**config.mk**
```make
export PLATFORM = sky130hd
export DESIGN_NAME = tpu_mmio_sequencer
export DESIGN_NICKNAME = d
export VERILOG_FILES = /design/src/rtl/tpu_mmio_sequencer.sv
export SDC_FILE = /design/constraint.sdc
export NUM_CORES = 1
export LEC_CHECK = 0
export ABC_AREA = 1
export BUFFER_PORTS_ARGS = -buffer_cell sky130_fd_sc_hd__buf_4
export CORE_MARGIN = 4
export CORE_UTILIZATION = 44
export CTS_BUF_LIST = sky130_fd_sc_hd__clkbuf_8
export CTS_CLUSTER_SIZE = 12
export DETAILED_ROUTE_END_ITERATION = 6
export GPL_TIMING_DRIVEN = 0
export PLACE_DENSITY_LB_ADDON = 0.12
export SLEW_MARGIN = 20
export SYNTH_ARGS = -nofsm -noshare
export SYNTH_HDL_FRONTEND = slang
export SYNTH_SLANG_ARGS = --single-unit
```
**constraint.sdc**
```tcl
create_clock -name clk -period 2.2 [get_ports clk]
set_clock_uncertainty 0.15 [all_clocks]
set_input_delay 0.22 -clock clk [delete_from_list [all_inputs] [get_ports clk]]
set_output_delay 0.22 -clock clk [all_outputs]
set_load 0.005 [all_outputs]
```
**src/rtl/tpu_mmio_sequencer.sv**
```systemverilog
// Command/data sequencer in front of the TPUv1 MMIO slave.
// Streams A rows and then B rows into the TPU windows, fires one MatMul,
// waits out the compute time, then reads every C word back onto an output
// stream. One start pulse produces one complete matrix multiply.
module tpu_mmio_sequencer #(
  parameter int DIM       = 8,
  parameter int BITS_C    = 16,
  parameter int ADDRW     = 16,
  parameter int DATAW     = 64,
  parameter int MM_CYCLES = 24,
  parameter int RD_LAT    = 1
) (
  input  logic             clk,
  input  logic             rst_n,
  input  logic             start,
  output logic             busy,
  output logic             done,
  input  logic             in_valid,
  output logic             in_ready,
  input  logic [DATAW-1:0] in_data,
  output logic             out_valid,
  input  logic             out_ready,
  output logic [DATAW-1:0] out_data,
  output logic             tpu_r_w,
  output logic [ADDRW-1:0] tpu_addr,
  output logic [DATAW-1:0] tpu_wdata,
  input  logic [DATAW-1:0] tpu_rdata
);

  // Number of MMIO words making up the whole C matrix.
  localparam int NWORDS = ((DIM * BITS_C) / DATAW) * DIM;
  localparam int ROW_W  = $clog2(DIM);
  localparam int WORD_W = $clog2(NWORDS);
  localparam int WAIT_W = $clog2(MM_CYCLES + 1);

  localparam logic [ADDRW-1:0] A_BASE  = ADDRW'(16'h0100);
  localparam logic [ADDRW-1:0] B_BASE  = ADDRW'(16'h0200);
  localparam logic [ADDRW-1:0] C_BASE  = ADDRW'(16'h0300);
  localparam logic [ADDRW-1:0] MM_ADDR = ADDRW'(16'h0400);

  localparam logic [ROW_W-1:0]  ROW_LAST  = ROW_W'(DIM - 1);
  localparam logic [WORD_W-1:0] WORD_LAST = WORD_W'(NWORDS - 1);
  localparam logic [WAIT_W-1:0] WAIT_LAST = WAIT_W'(MM_CYCLES - 1);
  localparam logic [WAIT_W-1:0] LAT_LAST  = WAIT_W'(RD_LAT - 1);

  typedef enum logic [3:0] {
    IDLE, LOAD_A, LOAD_B, MM_GO, MM_WAIT, RD_ADDR, RD_CAP, RD_OUT, FIN
  } state_t;

  state_t              state, state_n;
  logic [ROW_W-1:0]    row;
  logic [WORD_W-1:0]   word;
  logic [WAIT_W-1:0]   wcnt;
  logic                in_hs;
  logic                out_hs;
  logic [ADDRW-1:0]    rd_addr;

  assign in_hs  = in_valid & in_ready;
  assign out_hs = out_valid & out_ready;
  // C words are contiguous: row r lo at +16r, hi at +16r+8, i.e. +8 per word.
  assign rd_addr = C_BASE + (ADDRW'(word) << 3);

  // State register.
  always_ff @(posedge clk or negedge rst_n) begin
    if (!rst_n) state <= IDLE;
    else        state <= state_n;
  end

  // Next-state decode and MMIO / status outputs; MMIO bus idles at address 0.
  always_comb begin
    state_n   = state;
    tpu_r_w   = 1'b0;
    tpu_addr  = '0;
    tpu_wdata = '0;
    busy      = (state != IDLE) && (state != FIN);
    done      = (state == FIN);
    case (state)
      IDLE: begin
        if (start) state_n = LOAD_A;
      end
      LOAD_A: begin
        if (in_hs) begin
          tpu_r_w   = 1'b1;
          tpu_wdata = in_data;
          tpu_addr  = A_BASE + (ADDRW'(row) << 3);
          if (row == ROW_LAST) state_n = LOAD_B;
        end
      end
      LOAD_B: begin
        if (in_hs) begin
          tpu_r_w   = 1'b1;
          tpu_wdata = in_data;
          tpu_addr  = B_BASE + (ADDRW'(row) << 3);
          if (row == ROW_LAST) state_n = MM_GO;
        end
      end
      MM_GO: begin
        tpu_r_w  = 1'b1;
        tpu_addr = MM_ADDR;
        state_n  = MM_WAIT;
      end
      MM_WAIT: begin
        if (wcnt == WAIT_LAST) state_n = RD_ADDR;
      end
      RD_ADDR: begin
        tpu_addr = rd_addr;
        if (wcnt == LAT_LAST) state_n = RD_CAP;
      end
      RD_CAP: begin
        tpu_addr = rd_addr;
        state_n  = RD_OUT;
      end
      RD_OUT: begin
        if (out_hs) state_n = (word == WORD_LAST) ? FIN : RD_ADDR;
      end
      FIN: begin
        state_n = IDLE;
      end
      default: state_n = IDLE;
    endcase
  end

  // Counters, registered in_ready and the output word holding register.
  always_ff @(posedge clk or negedge rst_n) begin
    if (!rst_n) begin
      row       <= '0;
      word      <= '0;
      wcnt      <= '0;
      in_ready  <= 1'b0;
      out_valid <= 1'b0;
      out_data  <= '0;
    end else begin
      in_ready <= (state_n == LOAD_A) || (state_n == LOAD_B);

      if (state == IDLE)  row <= '0;
      else if (in_hs)     row <= (row == ROW_LAST) ? '0 : row + 1'b1;

      if (state == IDLE)  word <= '0;
      else if (out_hs)    word <= (word == WORD_LAST) ? '0 : word + 1'b1;

      if (((state == MM_WAIT) || (state == RD_ADDR)) && (state_n == state))
        wcnt <= wcnt + 1'b1;
      else
        wcnt <= '0;

      if (state == RD_CAP) begin
        out_data  <= tpu_rdata;
        out_valid <= 1'b1;
      end else if (out_hs) begin
        out_valid <= 1'b0;
      end
    end
  end

endmodule

```
==> results of run 1 <==
## metal layers
layer | wire length [µm] | GRT usage (%) | share of wire (%)
met5 | 0 | 0 | 0
met4 | 427 | 9.74 | 2.6
met3 | 1400 | 8.54 | 8.6
met2 | 8690 | 49.1 | 54
met1 | 5730 | 28.5 | 35
## layout by cell type, fill, tap and decap left out, types with 2 or more instances in the layout
master           n
clkbuf_1         2
o21ai_0          9
dfrtp_1         80
nor2_2           3
nand2_1        221
buf_2            9
xnor2_1          2
nand2_4          4
ha_1             5
dlygate4sd3_1   66
buf_12           5
nand2_2          3
buf_4          254
xor2_1           2
nand3_1         14
clkinvlp_4       2
conb_1           9
inv_1           85
clkbuf_8        11
nor2_4          45
inv_2            5
nor2_1          52
a21oi_1          2
dfrtp_2          2
buf_6           36
## what timing repair did
item | CTS | global route
hold endpoints to repair | 147 | 0
pin swaps | 3 | 2
buffers inserted | 4 | 2
endpoints found under the setup margin | 57 | 71
resized for setup | 49 | 21
hold buffers | 66 | 0
gates cloned | 1 | 0
## per-stage QoR
| step | setup WS, ns | TNS [ns] | hold slack, ns |
|---|---|---|---|
| finish | -0.0153 | -0.0406 | 0.0853 |
| global route | -0.0861 | -3.11 | 0.118 |
| CTS | -0.0263 | -0.266 | 0.0571 |
| detailed placement | 0.133 | 0 | 0.274 |
| global placement | 0.147 | 0 | 0.270 |
| floorplan | 0.564 | 0 | -0.226 |
## worst max-delay path: stages, from the launching register on
cell     delay, ns
dfrtp_1       0.40
inv_2         0.12
nand2_4       0.09
nor2_4        0.15
inv_2         0.07
nand2_4       0.08
nand2_4       0.07
buf_12        0.16
buf_16        0.16
nor2_4        0.09
buf_6         0.11
## sequential cells by signal (all words and copies together) (netlist names)
register,flops
in_ready,1
out_data,64
out_valid,1
state,4
word,4
row,3
wcnt,5
## power by group through the flow
stage,clock network [mW],logic [mW],registers [mW]
final,1.13,3.74,2.65
after global placement,0,3.20,2.59
after global routing,1.22,4.13,2.72
after detailed placement,0,3.31,2.62
after floorplan,0,1.48,2.63
after CTS,1.15,3.55,2.62
## area by class of cell
class	instances	area (µm²)	share of cell area [%]
Clock inverter	5	53.8	0.683
Inverter	89	334	4.24
Sequential cell	82	2050	26.1
Multi-Input combinational cell	379	1920	24.4
Clock buffer	11	151	1.92
Buffer	30	265	3.37
Timing Repair Buffer	345	2920	37.1
Tap cell	133	166	2.11
## cell families after synthesis
group | synth area share (%)
xor+xnor | 0.789
simple gates | 36.4
fa+ha+maj | 1.41
other cells | 0.0845
compound gates | 2.09
buf+inv | 13.0
flops | 46.2
## worst min path at each step
stage | slack, ns | endpoint | start | cells past startpoint
after CTS | 0.06 | row[1] | in_valid | 4
after floorplan | -0.23 | in_ready | rst_n | 0
after global placement | 0.27 | out_data[63] | tpu_rdata[63] | 3
final | 0.09 | row[1] | in_valid | 4
after detailed placement | 0.27 | out_data[55] | tpu_rdata[55] | 3
after global routing | 0.12 | row[1] | in_valid | 4
==> metrics.yaml, run 1 <==
outcome: "finished with violations"
violations: "negative setup slack"
slew-limit-headroom_pct: 51.3
rsz0062_at_grt: "yes"
routed_wl_um: 16200
utilization_pct: 80.2
grt_max_degree: 83
nFillCells: 620
synth_top_cell_by_area: "dfrtp_1"
grt_antenna_before_repair: 0
crit_arrival_ns: 1.85
cp.required_ns: 1.83
clock_path_buffers: 2
clkLatencyLatePin_ns: 0.35
grt_pass1_wl_um: 24800
yosysWarnings: 0
yosys.area.top_type_share_pct: 46.2
cts.htree.levels: 3
drive_gt1_share_pct: 40.8
p_leak_nw: 4.43
switchingPower_mw: 2.90
grt_usage_pct: 26.7
drv_cap: 0
criticalPathCategory: "reg2out"
dieArea_um2: 11800
seqPwrFrac_pct: 35.3
p_sw_share_pct: 38.6
ys_dominant_reg_cell: "dfrtp_1"
endpoint: "tpu_wdata[50]"
io_pins: 282
r2r_cells: 9
cts_made_buffers: 9
ff2ff_setup_slack_ns: 0.32
core-area_um2: 9820
async_flop_share_pct: 100
power_mw: 7.52
drc: 0
endpoint_kind: "output port"
p_int_mw: 4.62
clk_pin_slew_ns: 0.08
hold_violations: 0
synth_cells: 572
overflow: 0
synth_area_um2: 4440
synth_area_leaders: "dfrtp_1, nand2_1, nor2_4"
worstSetupStartpoint: "state[0]"
die_h_um: 108
routed_via_density: 4.59
dp_cells: 985
diodes: 0
start_util_pct: 45.2
worstMarginPinSlew_ns: 0.730
avgRoutedWirePerCell_um: 15.1
placedInstanceArea_um2: 6680
critical_path.max_fanout: 10
p_clk_share_pct: 15.0
areaGrowthSynthToFinish_pct: 77.3
synthTopCellsByCount: "nand2_1, inv_1, dfrtp_1"
period_needed_ns: 2.22
clkSinkCount: 82
maxClockFrequency_mhz: 451
layout.cells.non_filler: 1074
gp_congestion: 0.846
dpl.hpwl_um: 11000
postLayoutCellArea_um2: 7870
slew_viol_final: 0
antenna_left: 0
ys_seq_area_share_pct: 46.2
critPathLaunchType: "flop"
fin_nets: 1074
first_pass_iters: 6
die_w_um: 108
port-buffer-count: 272
finalSetupViolCount: 8
synth_edf_count: 0
rows: 36
yosysUniqueCellTypes: 27
r2r-start: "state[3]"
grt_pass1_vias: 5089
worst_hold_path_type: "in2reg"
drtIter0Drc: 266
cts_tree: "done"
vdd_drop_max_mv: 0.758
syn_avg_cell_area_um2: 7.76
ys_ff_latch: 82
synth.most_common_cell: "nand2_1"
num_vias: 4935
period_share_pct: 101
cts_root_buf: "clkbuf_8"
fin_ws_ns: -0.0153
p_comb_share_pct: 49.7
power_density_nw_per_um2: 955
timing.rr.end: "out_data[32]"
(Power assumes the default switching activity.)
==> run 2, diff against run 1 <==
Settings changed: PLACE_DENSITY set to 0.83, PLACE_DENSITY_LB_ADDON 0.12 to not set.
==> metrics.yaml, run 2 (synthesis results as in run 1) <==
nFillCells: 591  # was 620
final_cell_mix: "buf_4, nand2_1, inv_1"  # unchanged
clkLatencyLatePin_ns: 0.36  # was 0.35 ns
cts.htree.levels: 3  # unchanged
worstHoldPathCells: 5  # was 4
gp_congestion: 0.889  # was 0.846
port-buffer-count: 272  # unchanged
r2r-start: "state[0]"  # was state[3]
die_h_um: 108  # unchanged
core-area_um2: 9820  # unchanged
criticalPathCategory: "reg2out"  # unchanged
regArea_um2: 2060  # was 2050 µm²
worstMarginPinSlew_ns: 0.735  # was 0.730 ns
slew_viol_final: 0  # unchanged
routed_wl_um: 17600  # was 16,200 µm
cp.required_ns: 1.83  # about the same
drive_gt1_share_pct: 41.4  # was 40.8%
critical_path.max_fanout: 6  # was 10
vdd_drop_max_mv: 0.701  # was 0.758 mV
multiInputGateArea_um2: 1910  # was 1920 µm²
period_share_pct: 99.7  # was 101%
largest-register: "out_data"  # unchanged
clock_path_buffers: 2  # unchanged
rsz0062_at_grt: "yes"  # unchanged
cp_common_cell: "nand2_4"  # unchanged
die_w_um: 108  # unchanged
finalSetupViolCount: 0  # was 8
r2r_cells: 10  # was 9
largest_reg_flops: 64  # unchanged
areaGrowthSynthToFinish_pct: 76.2  # was 77.3%
num_vias: 5121  # was 4,935
layout.cells.non_filler: 1081  # was 1,074
final_common_cell: "buf_4"  # unchanged
timing.rr.end: "out_data[49]"  # was out_data[32]
dieArea_um2: 11800  # unchanged
path_buf_inv: 5  # unchanged
reg_top3: "out_data: 64 flops, wcnt: 5 flops"  # unchanged
fin_nets: 1081  # was 1,074
cts_made_buffers: 9  # unchanged
ff2ff_setup_slack_ns: 0.25  # was 0.32 ns
p_leak_nw: 4.43  # about the same
io_pins: 282  # unchanged
critPathTopFamily: "buffers and inverters"  # unchanged
endpoint_kind: "output port"  # unchanged
cp.depth: 10  # unchanged
hold_violations: 0  # unchanged
grt_pass1_vias: 5335  # was 5,089
critPathLaunchType: "flop"  # unchanged
rows: 36  # unchanged
crit_arrival_ns: 1.82  # was 1.85 ns
drtIter0Drc: 229  # was 266
grt_max_degree: 83  # unchanged
period_needed_ns: 2.19  # was 2.22 ns
hp-start: "start"  # was in_valid
avgRoutedWirePerCell_um: 16.3  # was 15.1 µm
first_pass_iters: 5  # was 6
diodes: 0  # unchanged
cts_root_buf: "clkbuf_8"  # unchanged
crit_path_max_incr_delay_ns: 0.42  # was 0.40 ns
clkSinkCount: 82  # unchanged
drc: 0  # unchanged
clk_pin_slew_ns: 0.08  # about the same
dpl.hpwl_um: 11200  # was 11,000 µm
routed_via_density: 4.74  # was 4.59
overflow: 0  # unchanged
grt_antenna_before_repair: 0  # unchanged
cts_tree: "done"  # unchanged
drv_cap: 0  # unchanged
hold_end: "state[0]"  # was row[1]
crit_path_top_delay_cell: "dfrtp_1"  # unchanged
antenna_left: 0  # unchanged
grt_usage_pct: 28.5  # was 26.7%
grt_pass1_wl_um: 26000  # was 24,800 µm
maxClockFrequency_mhz: 456  # was 451 MHz
slew-limit-headroom_pct: 51.0  # was 51.3%
worst_hold_path_type: "in2reg"  # unchanged
dp_cells: 985  # unchanged
power_density_nw_per_um2: 968  # was 955 nW/µm²
start_util_pct: 45.2  # unchanged
crit_chain: "inv_2 > nand2_4 > nor2_4 > inv_2 > nand2_4 > nand2_4 > buf_12 > clkbuf_16 > nor2_4 > buf_6"  # was inv_2 > nand2_4 > nor2_4 > inv_2 > nand2_4 > nand2_4 > buf_12 > buf_16 > nor2_4 > buf_6
timing.hold.ws_ns: 0.0893  # was 0.0853 ns
outcome: "complete, no violations"  # was finished with violations
## run 2: cell types whose count changed in the layout (fill, tap and decap cells not counted), sizes merged
| cell | change |
|---|---|
| buf | +6 |
| bufbuf | -1 |
| bufinv | -1 |
| clkbuf | +2 |
| clkinv | +4 |
| clkinvlp | -2 |
| inv | -1 |
## run 2: how the worst max path moves through the flow
stage | startpoint | to | slack [ns]
final | state[0] | tpu_wdata[46] | 0.006
after global routing | state[0] | tpu_wdata[36] | -0.07
after CTS | state[3] | tpu_wdata[46] | -0.02
after detailed placement | state[3] | tpu_addr[4] | 0.08
after global placement | state[0] | tpu_addr[5] | 0.16
after floorplan | state[0] | tpu_wdata[24] | 0.56
## run 2: layout make-up
type / count / area share (%)
repair buffers: 352 / 37.3
flip-flops and latches: 82 / 26.3
multi-input cells: 379 / 24.4
inverters: 89 / 4.30
plain buffers: 30 / 3.30
well taps: 133 / 2.13
clock buffers: 11 / 1.94
clock inverters: 5 / 0.368
## run 2: report_power, final
part	internal [mW]	leakage (nW)	switching, mW
sequential	2.20	1.02	0.517
combinational	1.84	3.31	1.99
clock	0.466	0.0988	0.552
## run 2: through the flow
| stage | TNS (ns) | utilization [%] | instance area [µm²] | worst slack (ns) | power (mW) |
|---|---|---|---|---|---|
| after floorplan | 0 | - | 4470 | 0.564 | 4.10 |
| after global placement | 0 | 68.0 | 6680 | 0.158 | 5.78 |
| after detailed placement | 0 | 68.0 | 6680 | 0.0788 | 5.93 |
| after CTS | -0.233 | 77.2 | 7580 | -0.0194 | 7.11 |
| after global routing | -2.44 | 79.6 | 7820 | -0.0711 | 8.05 |
| final | 0 | 79.6 | 7820 | 0.00618 | 7.57 |
## run 2: what timing repair did
| action | CTS | global route |
|---|---|---|
| cloned | 0 | 2 |
| endpoints found under the setup margin | 56 | 70 |
| pin swaps | 2 | 3 |
| buffers inserted | 5 | 7 |
| endpoints found under the hold margin | 147 | 0 |
| gates resized for setup | 11 | 41 |
| hold buffers | 66 | 0 |
## run 2: worst min-delay path, stage by stage
cell	delay [ns]
buf_4	0.08
nand3_1	0.07
nand2_1	0.06
nor2_1	0.04
nand2_2	0.09
## run 2: routing by layer
metal | vias to the layer above | global-route usage [%] | share of wire [%] | wire, µm
met5 | - | 0 | 0 | 0
met4 | 0 | 13.1 | 4.1 | 728
met3 | 63 | 9.19 | 9.9 | 1750
met2 | 265 | 51.2 | 52 | 9100
met1 | 2406 | 30.0 | 34 | 6030
li1 | 2387 | - | - | -
